### src/rtl/core_decode_pipe.sv
// RV32I (+ optional RV32M) instruction decoder with a two-entry output/skid buffer.
// in_ready is the registered "skid empty" flag, so it never depends combinationally on out_ready.
module core_decode_pipe #(
  parameter int XLEN = 32,
  parameter bit EN_M = 1'b0
) (
  input  logic            clk,
  input  logic            rst,
  input  logic            flush,
  input  logic            in_valid,
  output logic            in_ready,
  input  logic [31:0]     inst,
  output logic            out_valid,
  input  logic            out_ready,
  output logic [4:0]      rd_num,
  output logic [4:0]      rs1_num,
  output logic [4:0]      rs2_num,
  output logic [XLEN-1:0] imm,
  output logic [5:0]      op,
  output logic            illegal
);

  typedef struct packed {
    logic [5:0]      op;
    logic            illegal;
    logic [4:0]      rd;
    logic [4:0]      rs1;
    logic [4:0]      rs2;
    logic [XLEN-1:0] imm;
  } dec_t;

  typedef enum logic [2:0] {FMT_R, FMT_I, FMT_S, FMT_B, FMT_U, FMT_J, FMT_SH} fmt_e;

  localparam logic [5:0] OP_ILL = 6'd63;

  logic [2:0]  f3;
  logic [6:0]  f7;
  logic [5:0]  op_c;
  fmt_e        fmt_c;
  logic [31:0] imm32;
  dec_t        dec;

  assign f3 = inst[14:12];
  assign f7 = inst[31:25];

  always_comb begin
    op_c  = OP_ILL;
    fmt_c = FMT_R;
    case (inst[6:0])
      7'b0110111: begin op_c = 6'd0; fmt_c = FMT_U; end
      7'b0010111: begin op_c = 6'd1; fmt_c = FMT_U; end
      7'b1101111: begin op_c = 6'd2; fmt_c = FMT_J; end
      7'b1100111: begin
        fmt_c = FMT_I;
        if (f3 == 3'b000) op_c = 6'd3;
      end
      7'b1100011: begin
        fmt_c = FMT_B;
        case (f3)
          3'b000:  op_c = 6'd4;
          3'b001:  op_c = 6'd5;
          3'b100:  op_c = 6'd6;
          3'b101:  op_c = 6'd7;
          3'b110:  op_c = 6'd8;
          3'b111:  op_c = 6'd9;
          default: op_c = OP_ILL;
        endcase
      end
      7'b0000011: begin
        fmt_c = FMT_I;
        case (f3)
          3'b000:  op_c = 6'd10;
          3'b001:  op_c = 6'd11;
          3'b010:  op_c = 6'd12;
          3'b100:  op_c = 6'd13;
          3'b101:  op_c = 6'd14;
          default: op_c = OP_ILL;
        endcase
      end
      7'b0100011: begin
        fmt_c = FMT_S;
        case (f3)
          3'b000:  op_c = 6'd15;
          3'b001:  op_c = 6'd16;
          3'b010:  op_c = 6'd17;
          default: op_c = OP_ILL;
        endcase
      end
      7'b0010011: begin
        fmt_c = FMT_I;
        case (f3)
          3'b000: op_c = 6'd18;
          3'b010: op_c = 6'd19;
          3'b011: op_c = 6'd20;
          3'b100: op_c = 6'd21;
          3'b110: op_c = 6'd22;
          3'b111: op_c = 6'd23;
          3'b001: begin
            fmt_c = FMT_SH;
            if (f7 == 7'b0000000) op_c = 6'd24;
          end
          default: begin
            fmt_c = FMT_SH;
            if (f7 == 7'b0000000)      op_c = 6'd25;
            else if (f7 == 7'b0100000) op_c = 6'd26;
          end
        endcase
      end
      7'b0110011: begin
        fmt_c = FMT_R;
        if (f7 == 7'b0000000) begin
          case (f3)
            3'b000:  op_c = 6'd27;
            3'b001:  op_c = 6'd29;
            3'b010:  op_c = 6'd30;
            3'b011:  op_c = 6'd31;
            3'b100:  op_c = 6'd32;
            3'b101:  op_c = 6'd33;
            3'b110:  op_c = 6'd35;
            default: op_c = 6'd36;
          endcase
        end else if (f7 == 7'b0100000) begin
          if (f3 == 3'b000)      op_c = 6'd28;
          else if (f3 == 3'b101) op_c = 6'd34;
        end else if (f7 == 7'b0000001 && EN_M) begin
          // MUL..REMU follow funct3 order
          op_c = 6'd37 + {3'b000, f3};
        end
      end
      default: op_c = OP_ILL;
    endcase
  end

  always_comb begin
    imm32 = 32'd0;
    case (fmt_c)
      FMT_I:   imm32 = {{20{inst[31]}}, inst[31:20]};
      FMT_S:   imm32 = {{20{inst[31]}}, inst[31:25], inst[11:7]};
      FMT_B:   imm32 = {{20{inst[31]}}, inst[7], inst[30:25], inst[11:8], 1'b0};
      FMT_U:   imm32 = {inst[31:12], 12'd0};
      FMT_J:   imm32 = {{12{inst[31]}}, inst[19:12], inst[20], inst[30:21], 1'b0};
      FMT_SH:  imm32 = {27'd0, inst[24:20]};
      default: imm32 = 32'd0;
    endcase
  end

  always_comb begin
    dec = '0;
    if (op_c == OP_ILL) begin
      dec.op      = OP_ILL;
      dec.illegal = 1'b1;
    end else begin
      dec.op  = op_c;
      dec.imm = {XLEN{imm32[31]}};
      dec.imm[31:0] = imm32;
      if (fmt_c != FMT_S && fmt_c != FMT_B)
        dec.rd = inst[11:7];
      if (fmt_c != FMT_U && fmt_c != FMT_J)
        dec.rs1 = inst[19:15];
      if (fmt_c == FMT_R || fmt_c == FMT_S || fmt_c == FMT_B)
        dec.rs2 = inst[24:20];
    end
  end

  dec_t out_q, out_d, skid_q, skid_d;
  logic out_vld_q, out_vld_d, skid_vld_q, skid_vld_d;
  logic accept;

  assign accept = in_valid && !skid_vld_q && !flush;

  always_comb begin
    out_d      = out_q;
    out_vld_d  = out_vld_q;
    skid_d     = skid_q;
    skid_vld_d = skid_vld_q;
    if (flush) begin
      out_vld_d  = 1'b0;
      skid_vld_d = 1'b0;
    end else if (!out_vld_q || out_ready) begin
      // A full skid blocks in_ready, so refill and accept never coincide
      if (skid_vld_q) begin
        out_d      = skid_q;
        out_vld_d  = 1'b1;
        skid_vld_d = 1'b0;
      end else if (accept) begin
        out_d     = dec;
        out_vld_d = 1'b1;
      end else begin
        out_vld_d = 1'b0;
      end
    end else if (accept) begin
      skid_d     = dec;
      skid_vld_d = 1'b1;
    end
  end

  always_ff @(posedge clk) begin
    if (rst) begin
      out_q      <= '0;
      out_vld_q  <= 1'b0;
      skid_q     <= '0;
      skid_vld_q <= 1'b0;
    end else begin
      out_q      <= out_d;
      out_vld_q  <= out_vld_d;
      skid_q     <= skid_d;
      skid_vld_q <= skid_vld_d;
    end
  end

  assign in_ready  = !skid_vld_q;
  assign out_valid = out_vld_q;
  assign rd_num    = out_q.rd;
  assign rs1_num   = out_q.rs1;
  assign rs2_num   = out_q.rs2;
  assign imm       = out_q.imm;
  assign op        = out_q.op;
  assign illegal   = out_q.illegal;

endmodule
### config.mk
export PLATFORM = sky130hd
export DESIGN_NAME = core_decode_pipe
export DESIGN_NICKNAME = d
export VERILOG_FILES = /design/src/rtl/core_decode_pipe.sv
export SDC_FILE = /design/constraint.sdc
export NUM_CORES = 1
export LEC_CHECK = 0
export CAP_MARGIN = 20
export CORE_AREA = 2 2 110 101
export CTS_BUF_LIST = sky130_fd_sc_hd__clkbuf_4 sky130_fd_sc_hd__clkbuf_8
export DETAILED_ROUTE_END_ITERATION = 7
export DIE_AREA = 0 0 112 103
export PLACE_DENSITY_LB_ADDON = 0.12
export SLEW_MARGIN = 20
export SYNTH_ARGS = -nofsm -noshare
export SYNTH_HDL_FRONTEND = slang
export SYNTH_SLANG_ARGS = --single-unit
### constraint.sdc
create_clock -name clk -period 2.9 [get_ports clk]
set_input_delay 0.58 -clock clk [delete_from_list [all_inputs] [get_ports clk]]
set_output_delay 0.58 -clock clk [all_outputs]
set_load 0.02 [all_outputs]
==> reports/results.ini <==
[status]
status=finished, final reports clean

[synth]
syn_nets=737
synth_common_cells=dfxtp_1 (110), nand2_1 (91), a21oi_1 (51), nor2_1 (46), clkbuf_1 (41)
async_flop_share_pct=0
synth_top_area_share_pct=38.71
synth_fa_ha_area_share_pct=0
synthSimpleGateAreaFrac_pct=25.93
ys.flop_type=dfxtp_1
ys_top_cells_by_area=dfxtp_1 (39%), nand2_1 (6.0%), a21oi_1 (4.5%)
yosysWarnings=0
syn_area_sq_um=5689
synth_compound_area_share_pct=28.28
synthMuxAreaShare_pct=0
synth.distinct_cells=69
netlist.top_cell.by_area=dfxtp_1
synth_edf_count=0
synth.most_common_cell=dfxtp_1
synth_top_family_by_area=compound AO/OA/AOI/OAI gates
ys_seq_area_share_pct=38.71
syn_avg_cell_area_sq_um=8.127
synth-xor-area-share_pct=0.1539
netlist_instances=700
ys_seq_elements=110

[cts]
clk_path_buf_depth=2
cts_hold_buf=0
path_clk_slew_ps=110
numCtsBuffers=9
cts-root-buf=clkbuf_8
cts.sinks=110
clkLatencyLatePin_ps=410
cts_tree=yes
htree_levels=3

[worst_setup_path]
startpoint=inst[12]
end_kind=register
r2r-start=skid_vld_q
critPathLaunchType=input port
cp_max_fo=25
critPathArrivalTime_ps=3020
cp_data_required_time_ps=3200
cpLargestDelayFamily=buffers and inverters
crit_buf_inv=4
critical_path.slowest_cell=clkdlybuf4s50_1
crit_chain=clkdlybuf4s50_1, buf_4, nor4b_2, a31oi_1, a311oi_1, buf_4, o2bb2ai_2, o21ai_4, buf_12, o41ai_1
path_class=in2reg
path_common_cell=buf_4
cp_slowest_stage_delay_ps=540

[final_layout]
finish.utilization_pct=69.97
drive_gt1_share_pct=16.87
stdcell_count=963
n_antenna_cell=0
fin_nets=862
areaGrowthSynthToFinish_pct=29.62

[hold_path]
hold_path_class=reg2reg
hold_path_startpoint=skid_q[10]

[drt]
drc=0
vias=6075
drt_iter0_markers=584
drtPass1Iterations=6
drtAntennaViolNets=0
avgViaCountPerCell=6.308
totalWireLength_mm=18.52
wl_per_cell_microns=19.24

[sta]
post-route-period-util_pct=93.94
period_needed_ps=2724
setup_ws_ps=175.6
worst_pin_slew_ps=524.0
skew_ps=12.70
maxSlewHeadroom_pct=65.07
slew_violations=0
fmax_mhz=367.1
grt_setup_unrepaired=false
hold_viol=0
setup_viol=0

[placement]
port_buffers=92
dp_hpwl_mm=13.12
dpl.cell_count=947
routabilityCongestion=0.9857
place_ws_ps=-192.1

[global_routing]
grt_pass1_vias=5734
overflow=0
grt_max_degree=51
track_usage_pct=31.93
antenna_found_initial=0
grt_first_pass_wirelength_mm=29.41

[power]
ir_drop_mv=0.5564
powerDensity_nw_per_um2=411.4
p_leak_uw=0.002762

[floorplanning]
core_area_sq_um=10540
io_pins=93
die_x_microns=112
start_util_pct=53.98
die_h_microns=103
rows=36
die_area_sq_um=11540

[flow_run]
drv_cap=0

[sequential cells by signal, summed over array words and instances, names as in the netlist]
name,cells
skid_q,54
imm,32
op,6
rd_num,5
rs1_num,5
rs2_num,5
illegal,1
out_valid,1
skid_vld_q,1
[final cells by class]
cell class / count / area [sq um]
Timing Repair Buffer: 182 / 1632
Clock buffer: 9 / 123.9
Tap cell: 133 / 166.4
Sequential cell: 110 / 2202
Clock inverter: 7 / 83.83
Fill cell: 843 / 3166
Multi-Input combinational cell: 509 / 3118
Inverter: 13 / 48.80
[placed cells by master, fill, tap and decap left out, types with 3 or more instances in the layout]
master           count
nand3_1             14
buf_4               87
nand3b_1             7
buf_12               3
o211a_1              3
nand2_1             91
nor4_1               5
or3_1                4
a311oi_1             3
dfxtp_1            110
o31ai_1             16
a21oi_1             51
o22ai_1             21
a221oi_1            12
nand4_1              5
a21o_1               4
a31oi_1              4
o41ai_1              3
a31o_1              10
o21bai_1             8
clkbuf_8             9
or4_1                5
nand4b_1            12
a211oi_1            18
nor4_2               3
nor3_1              24
o21ai_1              7
a22oi_1              5
clkdlybuf4s50_1     90
o211ai_1            10
o21ai_2             10
nand2b_1            21
and3_1              22
o21ai_0             21
nor2_1              45
a31o_2               4
inv_1               13
[metal layers]
| metal | up-vias | global-route usage, % | wire [microns] |
|---|---|---|---|
| met5 | - | 0 | 0 |
| met1 | 2914 | 41.00 | 7952 |
| li1 | 2833 | - | - |
| met3 | 38 | 6.349 | 1317 |
| met4 | 0 | 11.91 | 434 |
| met2 | 290 | 54.13 | 8820 |
[logic make-up (layout without fill, tap and decap cells)]
family          after synthesis  count (layout)
simple gates                280             280
compound gates              228             228
flops                       110             110
buf+inv                      81             211
xor+xnor                      1               1
[what timing repair did]
action	in CTS	in global routing
setup buffers	0	0
setup endpoints to repair	0	1
hold endpoints to repair	0	0
resized for setup	0	3
[metrics by stage]
step	total power, uW	area [sq um]	hold slack (ps)	setup TNS [ps]
6_report	3034	7375	459.2	0
5_1_grt	3119	7375	476.6	0
2_1_floorplan	1828	5689	417.2	0
3_5_place_dp	2072	7154	433.8	-6767
4_1_cts	3037	7362	458.1	0
3_3_place_gp	2067	7154	428.2	-4912
[path summary, 6_finish.rpt]
kind	depth (start not counted)	end	slack (ps)
setup / recovery	10	skid_q[37]	180
hold / removal	2	skid_q[10]	460
hold reg to reg	2	skid_q[10]	460
setup reg to reg	6	rs2_num[3]	830
[where the power goes]
part	switching (uW)	total, uW	internal, uW	leakage (uW)
registers	16.2	1550	1540	0.000891
clock network	575	984	409	0.0000986
logic	279	495	216	0.00177
[worst min-delay path: cells and delay by family, from the launching register on]
family | cells | cell delay [ps]
and+or+nand+nor | 1 | 50
AOI/OAI and AO/OA | 1 | 50
DFF | 1 | 330
Note: power is estimated with default switching activity, not from simulation.
